File: config.mk
export PLATFORM = sky130hd
export DESIGN_NAME = sensor_sampler
export DESIGN_NICKNAME = d
export VERILOG_FILES = /design/src/rtl/sensor_sampler.sv
export SDC_FILE = /design/constraint.sdc
export NUM_CORES = 1
export LEC_CHECK = 0
export ABC_AREA = 1
export CORE_MARGIN = 8
export CORE_UTILIZATION = 50
export CTS_CLUSTER_SIZE = 25
export DETAILED_ROUTE_END_ITERATION = 12
export GPL_ROUTABILITY_DRIVEN = 1
export PLACE_DENSITY = 0.77
export REMOVE_ABC_BUFFERS = 1
export SLEW_MARGIN = 15
export SYNTH_ARGS = -nofsm -noshare
export SYNTH_HDL_FRONTEND = slang
export SYNTH_SLANG_ARGS = --single-unit
File: constraint.sdc
create_clock -name clk -period 1.75 [get_ports clk]
set_input_delay 0.35 -clock clk [delete_from_list [all_inputs] [get_ports clk]]
set_output_delay 0.35 -clock clk [all_outputs]
set_load 0.1 [all_outputs]
File: src/rtl/sensor_sampler.sv
`default_nettype none
// ============================================================================
// Module      : sensor_sampler
// Description : Synchronises an asynchronous sensor bus, samples it every DIV
//               clocks, averages 2^LOG2_AVG samples per output word and hands
//               the word downstream over a valid/ready handshake.
//               Optional build macro SENSOR_SAMPLER_OVERRUN_CNT_EN adds a
//               saturating 16-bit overrun counter port (overrun_cnt).
// Revision    : 1.0 - initial release
// ============================================================================
module sensor_sampler #(
  parameter int DATA_W      = 8,
  parameter int DIV         = 4,
  parameter int LOG2_AVG    = 2,
  parameter int SYNC_STAGES = 2
) (
  input  logic              clk,
  input  logic              reset,
  input  logic              en,
  input  logic [DATA_W-1:0] sensor_in,
  output logic [DATA_W-1:0] out_data,
  output logic              out_valid,
  input  logic              out_ready,
  output logic              overrun,
`ifdef SENSOR_SAMPLER_OVERRUN_CNT_EN
  output logic [15:0]       overrun_cnt,
`endif
  output logic              busy
);

  localparam int DIV_W = (DIV > 1) ? $clog2(DIV) : 1;
  localparam int CNT_W = (LOG2_AVG > 0) ? LOG2_AVG : 1;
  localparam int ACC_W = DATA_W + LOG2_AVG;
  localparam logic [DIV_W-1:0] DIV_LAST = DIV_W'(DIV - 1);
  localparam logic [CNT_W-1:0] CNT_LAST = CNT_W'((1 << LOG2_AVG) - 1);

  logic [SYNC_STAGES-1:0][DATA_W-1:0] sync_q, sync_d;
  logic [DIV_W-1:0]  div_q, div_d;
  logic [CNT_W-1:0]  cnt_q, cnt_d;
  logic [ACC_W-1:0]  acc_q, acc_d;
  logic [DATA_W-1:0] out_data_q, out_data_d;
  logic              out_valid_q, out_valid_d;
  logic              overrun_q, overrun_d;

  logic [DATA_W-1:0] synced;
  logic [ACC_W-1:0]  sum;
  logic [DATA_W-1:0] result;
  logic              tick;
  logic              last;
  logic              result_valid;
  logic              load;

  assign synced = sync_q[SYNC_STAGES-1];

  // Shift the raw bus through the synchroniser chain.
  always_comb begin
    sync_d = {sync_q[SYNC_STAGES-2:0], sensor_in};
  end

  // Divider, sample counter and accumulator; result forms on the final tick.
  always_comb begin
    div_d        = div_q;
    cnt_d        = cnt_q;
    acc_d        = acc_q;
    tick         = en && (div_q == DIV_LAST);
    last         = (cnt_q == CNT_LAST);
    sum          = acc_q + ACC_W'(synced);
    result       = sum[ACC_W-1:LOG2_AVG];
    result_valid = tick && last;
    if (!en) begin
      div_d = '0;
      cnt_d = '0;
      acc_d = '0;
    end else if (tick) begin
      div_d = '0;
      if (last) begin
        cnt_d = '0;
        acc_d = '0;
      end else begin
        cnt_d = cnt_q + CNT_W'(1);
        acc_d = sum;
      end
    end else begin
      div_d = div_q + DIV_W'(1);
    end
  end

  // Output register: a fresh result loads when the slot is free or draining;
  // otherwise it is dropped and flagged as an overrun.
  always_comb begin
    load        = result_valid && (!out_valid_q || out_ready);
    out_data_d  = load ? result : out_data_q;
    overrun_d   = result_valid && out_valid_q && !out_ready;
    out_valid_d = out_valid_q;
    if (load) begin
      out_valid_d = 1'b1;
    end else if (out_ready) begin
      out_valid_d = 1'b0;
    end
  end

  // State registers with asynchronous clear.
  always_ff @(posedge clk or posedge reset) begin
    if (reset) begin
      sync_q      <= '0;
      div_q       <= '0;
      cnt_q       <= '0;
      acc_q       <= '0;
      out_data_q  <= '0;
      out_valid_q <= 1'b0;
      overrun_q   <= 1'b0;
    end else begin
      sync_q      <= sync_d;
      div_q       <= div_d;
      cnt_q       <= cnt_d;
      acc_q       <= acc_d;
      out_data_q  <= out_data_d;
      out_valid_q <= out_valid_d;
      overrun_q   <= overrun_d;
    end
  end

  assign out_data  = out_data_q;
  assign out_valid = out_valid_q;
  assign overrun   = overrun_q;
  assign busy      = (cnt_q != '0);

`ifdef SENSOR_SAMPLER_OVERRUN_CNT_EN
  logic [15:0] ovr_cnt_q, ovr_cnt_d;

  // Count overrun pulses, saturating at all-ones; the count moves on the same
  // edge the pulse appears.
  always_comb begin
    ovr_cnt_d = ovr_cnt_q;
    if (overrun_d && (ovr_cnt_q != 16'hFFFF)) begin
      ovr_cnt_d = ovr_cnt_q + 16'd1;
    end
  end

  // Overrun counter register, cleared only by reset.
  always_ff @(posedge clk or posedge reset) begin
    if (reset) begin
      ovr_cnt_q <= '0;
    end else begin
      ovr_cnt_q <= ovr_cnt_d;
    end
  end

  assign overrun_cnt = ovr_cnt_q;
`endif

endmodule
`default_nettype wire

==> results.md, run 1 <==
- First-pass GRT wire length: ~5700 um
- Unique masters post-synth: 26
- Reg2reg end: out_data[2]
- Post-CTS setup buffer count: 0
- Final Critical Period: ~1.6 ns
- Critical Path Max Stage Delay: 0.43 ns
- Tightest Pin Transition: 0.378 ns
- Largest net degree at the start of global routing: 41
- Clock root cell: clkbuf_4
- Final period util: 92.9%
- Maximum vdd drop: roughly 0.60 mV
- Starting density of the core: a little over half
- Setup Skew: 0.00762 ns
- Aggregate negative setup slack: 0 ns
- Post-synthesis average cell area: 9.62 um2
- Via Count: roughly 1300
- Dpl ws: 0.0522 ns
- DRT iter0 DRCs: 40
- CP Capture Type: flip-flop
- Core Rows: 21
- P_sw: 0.407 mW
- Gr ovfl total: 0
- Placer Congestion: 0.883
- Placed cell area: 2210 um2
- Hold Vio Cnt, Final: 0
- DR vias/cell: ~5.0
- Initial antenna violation count: 0
- Core Area: between 3000 and 4000 um2
- Leak Pwr: about 1.2 nW
- Share of the synthesized area in the top cell type: 55.6%
- Sequential Power Share: a little over half
- Fmax: 615 MHz
- Vias in the first global route: around 1300
- Comb power frac: 10.2%
- Area grow syn2layout: 28.5%
- Cell accounting for the most synthesized area: dfrtp_1
- Outcome: complete, no violations
- N_diodes: 0
- Syn Inst Count: 187
- Startpoint types: flip-flop
- Design area: 2310 um2
- Drt first pass iters: 4
- Req. time, crit path: slightly below 2 ns
- Clk pwr share: 36.6%
- Ys Warns: 0
- Length in cells of the worst reg-to-reg path: 6
- Remaining antenna violation count after routing: 0
- R2r setup slk: around 0.12 ns
- PortBufs: 22
- Reg-to-Reg Start: acc_q[3]
- Max Buffers Root-to-Sink: 2
- Internal power: roughly 1.4 mW
- # H-tree levels: 2
- Cell Pwr Density: ~800 nW/um2
- Worst slew margin: approximately three quarters
- # clock sinks: 40
- Nets: between 200 and 250
- DRC viols: 0
- Critical Path AT: 1.86 ns
- Final slew viol count: 0
- Worst-path clk slew: between 0.1 and 0.15 ns
- Crit-path cells: ha_1 > a21oi_1 > o21ai_2 > or2_1 > nand3_1 > nand2_1
- CP Class: flip-flop to flip-flop
- Synth Register Bits: 40
- Slowest cell on crit path: dfrtp_1
- Worst skew pair latency: around 0.35 ns
- Max-Cap Viols: 0
- Top cells by area, synth: dfrtp_1 56%, nand2_1 13%, ha_1 7.6%
- Sw Ratio: between 20 and 25%
- Routed WL: ~3400 um
- Detailed Place HPWL: 2630 um
- GRT Total Usage: between 10 and 15%
- Worst hold path class: primary input to async pin
- CP Max Fanout: 4
- Layout cells sized above 1: roughly 15%
- Die W: 76.0 um
- Number of I/O pins: 23
- Die Height: between 70 and 80 um
- RSZ-0062 raised after global routing: true
- Post-Syn Area: approximately 1800 um2
- Die ar.: roughly 5800 um2
- Setup violators final: 0
- WL/cell: between 10 and 15 um
- Final setup margin: 0.124 ns
- Sequential area share after synthesis: about 56%
- CTS buffer count: 5
- CTS tree: built
-- worst max path at each step --
| stage | from | endpoint | slack (ns) | depth (start not counted) |
|---|---|---|---|---|
| 2_1_floorplan | out_valid | out_data[1] | 0.05 | 6 |
| 3_3_place_gp | acc_q[0] | out_data[6] | 0.11 | 9 |
| 3_5_place_dp | acc_q[0] | acc_q[8] | 0.05 | 9 |
| 4_1_cts | acc_q[0] | acc_q[8] | 0.03 | 9 |
| 5_1_grt | acc_q[0] | acc_q[8] | -0.03 | 9 |
| 6_report | acc_q[3] | out_data[2] | 0.12 | 6 |
-- routing by layer --
layer  part of all wire [%]  routed length (um)  GRT usage, %  vias to the layer above
li1                       -                   -             -                      664
met1                     47                1610          15.0                      617
met2                     46                1580          18.9                       28
met3                    4.9                 166          4.48                        4
met4                    1.2                  42          4.71                        0
met5                      0                   0             0                        -
-- layout make-up --
cell class	instances	area [um2]
Clock buffer	7	65.1
Clock inverter	1	30.0
Fill cell	262	1080
Inverter	20	77.6
Multi-Input combinational cell	127	723
Sequential cell	40	1000
Tap cell	46	57.6
Timing Repair Buffer	24	358
-- state kept, by name, indices dropped and copies added (netlist names) --
signal     flops
overrun        1
acc_q         10
out_valid      1
div_q          2
cnt_q          2
sync_d         8
synced         8
out_data       8
-- timing repair --
action,CTS,global route
resized for setup,0,1
endpoints found under the setup margin,0,5
hold buffers,0,0
-- power by group through the flow --
stage / Combinational, mW / Sequential, mW / Clock (mW)
6_report: 0.185 / 0.967 / 0.665
3_5_place_dp: 0.185 / 0.986 / 0
3_3_place_gp: 0.182 / 0.984 / 0
4_1_cts: 0.186 / 0.968 / 0.687
2_1_floorplan: 0.117 / 0.984 / 0
5_1_grt: 0.206 / 0.971 / 0.722
-- metrics by stage --
step | power, mW | std cells | util, % | hold slack, ns
2_1_floorplan | 1.10 | 187 | - | 0.331
3_3_place_gp | 1.17 | 257 | 65.3 | 0.332
3_5_place_dp | 1.17 | 257 | 65.3 | 0.339
4_1_cts | 1.84 | 265 | 68.1 | 0.334
5_1_grt | 1.90 | 265 | 68.2 | 0.361
6_report | 1.82 | 265 | 68.2 | 0.339
-- cells in the final DEF (no fill, tap or decap), drive strengths merged --
cell type,instances
a21oi,4
clkbuf,7
fa,1
o21a,1
or2,1
o22ai,1
nand4,1
a22o,2
ha,11
o21ai,5
inv,20
dfrtp,40
nor2,13
nand2,62
nand3b,3
a21boi,1
bufinv,1
buf,13
clkdlybuf4s50,11
xnor2,2
nand3,19
-- cells in the mapped netlist, drive strengths merged --
| library cell | count |
|---|---|
| or2 | 1 |
| nand3b | 3 |
| a21oi | 4 |
| fa | 1 |
| xnor2 | 2 |
| nand3 | 19 |
| nand4 | 1 |
| nand2 | 62 |
| o21ai | 5 |
| ha | 11 |
| a22o | 2 |
| inv | 20 |
| nor2 | 13 |
| a21boi | 1 |
| dfrtp | 40 |
| o22ai | 1 |
| o21a | 1 |
-- logic make-up after synthesis --
family | synth area share, %
AO/OA/AOI/OAI | 5.29
buffers and inverters | 4.31
adder cells (fa/ha/maj) | 8.76
XOR/XNOR | 0.974
AND/OR/NAND/NOR | 25.0
flip-flops | 55.6
-- critical path: cells and delay by family (launching register included) --
kind / cells / cell delay [ns]
compound gates: 2 / 0.33
flops: 1 / 0.43
fa+ha+maj: 1 / 0.37
simple gates: 3 / 0.40
Power figures use the tool's default switching activity.
==> inputs of run 2 (changes only) <==
- CAP_MARGIN: not set -> 20
- clock period: 1.75 -> 2 ns (I/O delays scaled with it)
==> run 2 against run 1 <==
Hold slack improved by 0.016 ns. Utilization is 3.4 points lower. Flip-flop and latch count unchanged. Setup slack improved by 0.13 ns. Via count is 0.53% lower. Sequential share of layout area rose by 2.3 points. Count of clock-buffer cells in the layout down 2. Clock skew grew 0.00059 ns. Sequential power fell by 13%. Die area unchanged. Critical endpoint is now acc_q[6].
==> results.md, run 2 (synthesis gave the netlist of run 1 again) <==
- CTS Hold Bufs: 0 (unchanged)
- Maximum vdd drop: 0.723 mV (+20%)
- Biggest register: acc_q
- RSZ-0062 raised after global routing: false
- Starting density of the core: 53.1% (unchanged)
- CP Capture Type: flip-flop
- Layout cells sized above 1: 13.8% (-0.85 points)
- Final setup margin: 0.254 ns (+0.131 ns)
- DRT iter0 DRCs: 74 (+85%)
- Cell Pwr Density: 808 nW/um2 (+2.9%)
- Hold Vio Cnt, Final: 0 (unchanged)
- Startpoint types: flip-flop
- Setup Skew: 0.00821 ns (+0.000591 ns)
- Post-CTS sizing: 0 (unchanged)
- Final slew viol count: 0 (unchanged)
- Gr ovfl total: 0 (unchanged)
- Nets: 241 (-0.41%)
- N_diodes: 0 (unchanged)
- CTS tree: built
- # H-tree levels: 2 (unchanged)
- Design area: 2200 um2 (-5.0%)
- Max Buffers Root-to-Sink: 2 (unchanged)
- CP Class: flip-flop to flip-flop
- Setup violators final: 0 (unchanged)
- Initial antenna violation count: 0 (unchanged)
- # clock sinks: 40 (unchanged)
- Crit-path cells: ha_1 > inv_1 > fa_1 > o21ai_2 > nand2_1 > nand2_1 > nand2_1 > nand3_1 > nand2_1
- Commonest non-fill, non-tap cell in the layout: nand2_1
- Max FFs per register: 10 (unchanged)
- Placer Congestion: 0.835 (-5.5%)
- Critical Path AT: 1.99 ns (+0.13 ns)
- PortBufs: 22 (unchanged)
- Worst hold path class: flip-flop to flip-flop
- Vias in the first global route: 1327 (+4.7%)
- Final Critical Period: 1.75 ns (+0.119 ns)
- Via Count: 1306 (-0.53%)
- Largest net degree at the start of global routing: 41 (unchanged)
- Post-CTS setup buffer count: 0 (unchanged)
- Area grow syn2layout: 22.1%
- Remaining antenna violation count after routing: 0 (unchanged)
- First-pass GRT wire length: 5820 um (+2.4%)
- Number of I/O pins: 23 (unchanged)
- Worst slew margin: 68.4% (-6.2 points)
- Clock root cell: clkbuf_4
- Die ar.: 5770 um2 (unchanged)
- Worst skew pair latency: 0.35 ns (about the same)
- Die W: 76.0 um (unchanged)
- Most frequent cells in the layout: 61 x nand2_1, 40 x dfrtp_1, 18 x inv_1, 18 x nand3_1
- CTS buffer count: 5 (unchanged)
- Placed cell area: 2070 um2 (-6.6%)
- Core Area: 3390 um2 (unchanged)
- Req. time, crit path: 2.24 ns (+0.25 ns)
- CP Max Fanout: 4 (unchanged)
- Worst-path clk slew: 0.12 ns (about the same)
- DRC viols: 0 (unchanged)
- Die Height: 76.0 um (unchanged)
- Critical Path Most Common Cell: nand2_1
- Max-Cap Viols: 0 (unchanged)
- Detailed Place HPWL: 2410 um (-8.4%)
- Outcome: complete, no violations
- Fmax: 573 MHz (-6.8%)
- Leak Pwr: 1.15 nW (-1.9%)
- Drt first pass iters: 4 (unchanged)
- Core Rows: 21 (unchanged)
- DR vias/cell: 4.95 (-0.16%)
- Slowest cell on crit path: fa_1
- Dpl ws: 0.300 ns (+0.248 ns)
- Aggregate negative setup slack: 0 ns (unchanged)
- Tightest Pin Transition: 0.473 ns (+0.0950 ns)
- Final period util: 87.3% (-5.7 points)
- WL/cell: 12.4 um (-3.2%)
- Critical Path Max Stage Delay: 0.41 ns (-0.02 ns)
- Routed WL: 3280 um (-3.6%)
- Fillers: 278 (+6.1%)
- GRT Total Usage: 12.3% (+0.062 points)
run 2: changes by cell type in the layout (fill, tap and decap cells not counted):
cell / before / now
buf_12: 12 / 1
buf_4: 1 / 11
bufinv_16: 1 / 3
clkbuf_8: 2 / 0
fa_1: 0 / 1
fa_2: 1 / 0
run 2: worst max-delay path, delay by kind of cell, from the launching register on:
| family | cells | cell delay, ns |
|---|---|---|
| fa+ha+maj | 2 | 0.61 |
| simple gates | 5 | 0.34 |
| buf+inv | 1 | 0.06 |
| compound gates | 1 | 0.23 |
| flops | 1 | 0.38 |
run 2: report_power, final:
group / total [mW] / switching [mW] / internal, mW
Combinational: 0.156 / 0.0939 / 0.0618
Sequential: 0.846 / 0.0108 / 0.835
Clock: 0.774 / 0.260 / 0.515
Total: 1.78 / 0.364 / 1.41
run 2: path summary, 6_finish.rpt:
check,startpoint,to,slack [ns],cells past startpoint
max in group asynchronous,reset,sync_d[15],1.22,3
min in group asynchronous,reset,synced[3],0.45,3
max reg2reg,acc_q[0],acc_q[6],0.25,9
min reg2reg,sync_d[15],synced[7],0.36,0
max,acc_q[0],acc_q[6],0.25,9
min,sync_d[15],synced[7],0.36,0
run 2: area by class of cell:
type,instances,area (um2),share of cell area [%]
clock inverters,3,90.1,4.10
well taps,46,57.6,2.62
flip-flops and latches,40,1000,45.6
inverters,20,77.6,3.53
multi-input cells,127,721,32.8
repair buffers,23,213,9.68
clock buffers,5,37.5,1.71
run 2: metal layers:
layer	vias up	part of all wire [%]	wire length (um)	global-route usage, %
met3	7	5.3	173	4.72
met1	616	47	1540	14.7
met2	25	46	1510	19.2
met4	0	1.7	57	4.90
li1	658	-	-	-
met5	-	0	0	0
run 2: metrics by stage:
| stage | hold slack, ns | utilization, % | power (mW) | cells |
|---|---|---|---|---|
| 6_report | 0.355 | 64.8 | 1.78 | 264 |
| 3_5_place_dp | 0.336 | 61.1 | 1.02 | 256 |
| 3_3_place_gp | 0.332 | 61.1 | 1.01 | 256 |
| 4_1_cts | 0.364 | 64.8 | 1.79 | 264 |
| 5_1_grt | 0.368 | 64.8 | 1.85 | 264 |
| 2_1_floorplan | 0.331 | - | 0.963 | 187 |
